==> src/rtl/stack_ctl.sv <==
// Sequencer and guard in front of a lifo stack: accepts one command at a time,
// rejects overflow/underflow, and expands compound ops into push/pop/swap strobes.
module stack_ctl #(
  parameter int WIDTH = 8,
  parameter int DEPTH = 12,
  parameter int DW    = $clog2(DEPTH + 1)
) (
  input  logic             i_clk,
  input  logic             i_rst_n,
  input  logic             i_valid,
  output logic             o_ready,
  input  logic [2:0]       i_op,
  input  logic [WIDTH-1:0] i_data,
  input  logic [WIDTH-1:0] i_s0,
  input  logic [WIDTH-1:0] i_s1,
  output logic [WIDTH-1:0] o_data,
  output logic             o_push,
  output logic             o_pop,
  output logic             o_swap,
  output logic [DW-1:0]    o_depth,
  output logic             o_empty,
  output logic             o_full,
  output logic             o_done,
  output logic             o_err
);

  typedef enum logic [1:0] {IDLE, EXEC, NIP2, CLR} state_t;

  localparam logic [2:0] OP_NOP   = 3'd0;
  localparam logic [2:0] OP_PUSH  = 3'd1;
  localparam logic [2:0] OP_DROP  = 3'd2;
  localparam logic [2:0] OP_DUP   = 3'd3;
  localparam logic [2:0] OP_SWAP  = 3'd4;
  localparam logic [2:0] OP_OVER  = 3'd5;
  localparam logic [2:0] OP_NIP   = 3'd6;
  localparam logic [2:0] OP_CLEAR = 3'd7;

  localparam logic [DW-1:0] DEPTH_MAX = DW'(DEPTH);
  localparam logic [DW-1:0] ONE       = DW'(1);
  localparam logic [DW-1:0] TWO       = DW'(2);

  state_t           state_q, state_d;
  logic [2:0]       op_q, op_d;
  logic [DW-1:0]    depth_q, depth_d;
  logic [WIDTH-1:0] data_q, data_d;
  logic             push_q, push_d;
  logic             pop_q, pop_d;
  logic             swap_q, swap_d;
  logic             done_q, done_d;
  logic             err_q, err_d;

  // Strobes for the next cycle are decided one edge ahead so every output is a
  // flop; depth follows whatever strobe is currently on the wire.
  always_comb begin
    state_d = state_q;
    op_d    = op_q;
    data_d  = '0;
    push_d  = 1'b0;
    pop_d   = 1'b0;
    swap_d  = 1'b0;
    done_d  = 1'b0;
    err_d   = 1'b0;

    depth_d = depth_q;
    if (push_q) begin
      depth_d = depth_q + ONE;
    end else if (pop_q) begin
      depth_d = depth_q - ONE;
    end

    case (state_q)
      IDLE: begin
        if (i_valid) begin
          op_d    = i_op;
          state_d = EXEC;
          done_d  = 1'b1;
          case (i_op)
            OP_PUSH: begin
              if (depth_q < DEPTH_MAX) begin
                push_d = 1'b1;
                data_d = i_data;
              end else begin
                err_d = 1'b1;
              end
            end
            OP_DUP: begin
              if (depth_q != '0 && depth_q < DEPTH_MAX) begin
                push_d = 1'b1;
                data_d = i_s0;
              end else begin
                err_d = 1'b1;
              end
            end
            OP_OVER: begin
              if (depth_q >= TWO && depth_q < DEPTH_MAX) begin
                push_d = 1'b1;
                data_d = i_s1;
              end else begin
                err_d = 1'b1;
              end
            end
            OP_DROP: begin
              if (depth_q != '0) begin
                pop_d = 1'b1;
              end else begin
                err_d = 1'b1;
              end
            end
            OP_SWAP: begin
              if (depth_q >= TWO) begin
                swap_d = 1'b1;
              end else begin
                err_d = 1'b1;
              end
            end
            OP_NIP: begin
              // Swap first, then the pop in NIP2 removes the old next-on-stack.
              if (depth_q >= TWO) begin
                swap_d = 1'b1;
                done_d = 1'b0;
              end else begin
                err_d = 1'b1;
              end
            end
            OP_CLEAR: begin
              if (depth_q != '0) begin
                pop_d  = 1'b1;
                done_d = (depth_q == ONE);
              end
            end
            default: begin
            end
          endcase
        end
      end

      default: begin
        if (done_q) begin
          state_d = IDLE;
        end else if (state_q == EXEC && op_q == OP_NIP) begin
          state_d = NIP2;
          pop_d   = 1'b1;
          done_d  = 1'b1;
        end else if (depth_d != '0) begin
          state_d = CLR;
          pop_d   = 1'b1;
          done_d  = (depth_d == ONE);
        end else begin
          state_d = IDLE;
        end
      end
    endcase
  end

  always_ff @(posedge i_clk or negedge i_rst_n) begin
    if (!i_rst_n) begin
      state_q <= IDLE;
      op_q    <= OP_NOP;
      depth_q <= '0;
      data_q  <= '0;
      push_q  <= 1'b0;
      pop_q   <= 1'b0;
      swap_q  <= 1'b0;
      done_q  <= 1'b0;
      err_q   <= 1'b0;
    end else begin
      state_q <= state_d;
      op_q    <= op_d;
      depth_q <= depth_d;
      data_q  <= data_d;
      push_q  <= push_d;
      pop_q   <= pop_d;
      swap_q  <= swap_d;
      done_q  <= done_d;
      err_q   <= err_d;
    end
  end

  assign o_ready = (state_q == IDLE);
  assign o_data  = data_q;
  assign o_push  = push_q;
  assign o_pop   = pop_q;
  assign o_swap  = swap_q;
  assign o_done  = done_q;
  assign o_err   = err_q;
  assign o_depth = depth_q;
  assign o_empty = (depth_q == '0);
  assign o_full  = (depth_q == DEPTH_MAX);

endmodule

==> config.mk <==
export PLATFORM = sky130hd
export DESIGN_NAME = stack_ctl
export DESIGN_NICKNAME = d
export VERILOG_FILES = /design/src/rtl/stack_ctl.sv
export SDC_FILE = /design/constraint.sdc
export NUM_CORES = 1
export LEC_CHECK = 0
export ABC_AREA = 0
export CAP_MARGIN = 40
export CORE_MARGIN = 2
export CORE_UTILIZATION = 44
export DETAILED_ROUTE_END_ITERATION = 8
export GPL_TIMING_DRIVEN = 0
export PLACE_DENSITY = 0.8
export SKIP_CTS_REPAIR_TIMING = 1
export SLEW_MARGIN = 0
export SYNTH_ARGS = -nofsm -noshare
export SYNTH_HDL_FRONTEND = slang
export SYNTH_SLANG_ARGS = --single-unit
export TNS_END_PERCENT = 50
==> constraint.sdc <==
create_clock -name i_clk -period 2.6 [get_ports i_clk]
set_clock_uncertainty 0.1 [all_clocks]
set_input_delay 0.52 -clock i_clk [delete_from_list [all_inputs] [get_ports i_clk]]
set_output_delay 0.52 -clock i_clk [all_outputs]
set_load 0.005 [all_outputs]
==> qor.yml <==
outcome: "finished clean"
root_buffer: "clkbuf_4"
worstMarginPinSlew_ns: 0.549
overflow: 0
synthCells: 115
clk_latency_ns: 0.30
fillerInstances: 218
num_antenna_cells: 0
place_area_sq_um: 1870
syn-num-nets: 149
wl_per_cell_microns: 15.7
crit_fanout: 8
synth_cell_types: 47
cts.sinks: 22
cp.required_ns: 1.98
critPathLaunchType: "flop"
row_count: 19
die_height_microns: 59.1
max_slew_margin_pct: 63.1
hold_violations: 0
yosysWarnings: 0
post-place-cells: 195
numCtsBuffers: 3
initial_core_util_pct: 47.1
synthesis.area_sq_um: 1330
rr_startpoint: "o_depth[0]$_DFF_PN0_"
synth_edf_count: 0
via_count: 1155
cp-startpoint: "o_depth[1]$_DFF_PN0_"
clockBufferDepth: 2
grt_pass1_vias: 1159
area_growth_pct: 43.7
dp_hpwl_microns: 2480
core_sq_um: 2830
max_cap_violations: 0
grt_max_degree: 17
final_nets: 204
synthArstFlopShare_pct: 100
cts_tree: "yes"
path_class: "reg -> out"
peakVddDrop_mv: 0.345
cp-end-kind: "output pin"
die_x_microns: 59.1
p_leak_nw: 0.774
grt_usage_pct: 20.2
gp_congestion: 0.764
critPathArrivalTime_ns: 1.87
cp-endpoint: "o_full"
power.density_nw_per_um2: 754
ant_nets: 0
slew_violations: 0
synth.avg_cell_area_sq_um: 11.6
ios: 50
routed_via_density: 5.78
clkSlewWorstSetupHoldPaths_ns: 0.12
r2r_end: "o_data[1]$_DFF_PN0_"
ys_ff_latch: 22
setup_viol: 0
final_cell_mix: "47 x clkdlybuf4s50_1, 22 x dfrtp_1, 18 x nor2_1, 8 x a222oi_1, 6 x nor3_1"
fin_cells: 200
mostFrequentLayoutCell: "clkdlybuf4s50_1"
dieArea_sq_um: 3490
ys_seq_area_share_pct: 41.3
synthFlopType: "dfrtp_1"
fin_area_sq_um: 1920
io_buffer_count: 48
fin_crit_ns: 2.49
reg2reg_depth: 7
r2r_setup_slack_ns: 0.35
finalCritPeriodShare_pct: 95.7
drc: 0
drive_gt1_share_pct: 18.9
drt_iter0_drc: 56
min_path_type: "in -> async"
fmax_mhz: 402
grt_pass1_wl_microns: 5220
cts-htree-levels: 1
dr.pass1.iters: 4
rsz0062_at_grt: "no"
antenna_found_initial: 0
routed_wl_microns: 3130
power_mw: 1.44
-- through the flow --
step / worst slack, ns / hold WS, ns / TNS, ns / utilization (%)
detailed placement: 0.181 / 0.395 / 0 / 66.0
global placement: 0.214 / 0.380 / 0 / 65.5
global route: 0.0177 / 0.366 / 0 / 67.8
floorplan: 0.652 / 0.124 / 0 / -
CTS: -0.173 / 0.380 / -0.173 / 67.3
finish: 0.113 / 0.366 / 0 / 67.8
-- area by class of cell --
| class | count | area (sq um) | area share [%] |
|---|---|---|---|
| plain buffers | 8 | 76.3 | 3.98 |
| well taps | 31 | 38.8 | 2.02 |
| clock buffers | 4 | 36.3 | 1.89 |
| repair buffers | 50 | 505 | 26.4 |
| inverters | 2 | 7.51 | 0.392 |
| multi-input cells | 83 | 702 | 36.6 |
| flip-flops and latches | 22 | 551 | 28.7 |
-- report_power, final --
| group | total [mW] | switching, mW | leakage [nW] | internal [mW] |
|---|---|---|---|---|
| clock network | 0.187 | 0.101 | 0.0210 | 0.0855 |
| logic | 0.752 | 0.345 | 0.476 | 0.407 |
| registers | 0.506 | 0.0912 | 0.277 | 0.415 |
| total | 1.44 | 0.537 | 0.774 | 0.908 |
-- worst max-delay path, stage by stage (launching register included) --
cell and delay (ns):
dfrtp_1 0.41, buf_2 0.19, inv_1 0.11, ha_2 0.20, and3_2 0.17, clkdlybuf4s50_1 0.49
-- flip-flops by register name, indices dropped and copies added (netlist names) --
| register | count |
|---|---|
| o_data | 8 |
| o_pop | 1 |
| state_q | 2 |
| o_push | 1 |
| o_depth | 4 |
| o_done | 1 |
| o_err | 1 |
| op_q | 3 |
| o_swap | 1 |
-- cell usage after synthesis, drive strengths merged (2+ instances only) --
cell type | instances | share of area, %
and3 | 2 | 1.0
a21oi | 2 | 0.75
ha | 4 | 3.8
o21a | 2 | 1.1
nor4b | 3 | 4.2
nor3b | 2 | 2.8
nor3 | 6 | 2.3
buf | 7 | 4.7
nand2 | 3 | 0.84
a211oi | 2 | 2.4
a22oi | 2 | 1.5
dfrtp | 22 | 41
nor2b | 2 | 0.94
nor2 | 18 | 5.1
and2 | 3 | 1.6
mux2 | 3 | 2.5
a222oi | 8 | 6.0
inv | 2 | 0.56
nor4 | 2 | 2.1
-- cells by family (layout without fill, tap and decap cells) --
group                    Yosys count  count (layout)  synth area share [%]
XOR/XNOR                           2               2                  1.31
flip-flops                        22              22                  41.3
adder cells (fa/ha/maj)            4               4                  3.75
AND/OR/NAND/NOR                   48              48                  25.4
multiplexers                       3               3                  2.53
AO/OA/AOI/OAI                     26              26                  19.4
buffers and inverters             10              64                  6.29
-- worst min path at each step --
| stage | endpoint | start |
|---|---|---|
| finish | o_data[4]$_DFF_PN0_ | i_rst_n |
| global route | o_data[4]$_DFF_PN0_ | i_rst_n |
| CTS | o_data[4]$_DFF_PN0_ | i_rst_n |
| detailed placement | op_q[1]$_DFFE_PN0P_ | op_q[1]$_DFFE_PN0P_ |
| global placement | op_q[0]$_DFFE_PN0P_ | op_q[0]$_DFFE_PN0P_ |
| floorplan | o_data[0]$_DFF_PN0_ | i_rst_n |
-- per-layer routing --
metal  track usage, %  vias to the layer above  wire length (microns)
met3             7.21                        4                    351
met4             8.77                        0                     48
li1                 -                      551                      -
met2             33.7                       54                   1510
met1             23.5                      546                   1220
met5                0                        -                      0
No activity file was read; power rests on OpenSTA's default activity.
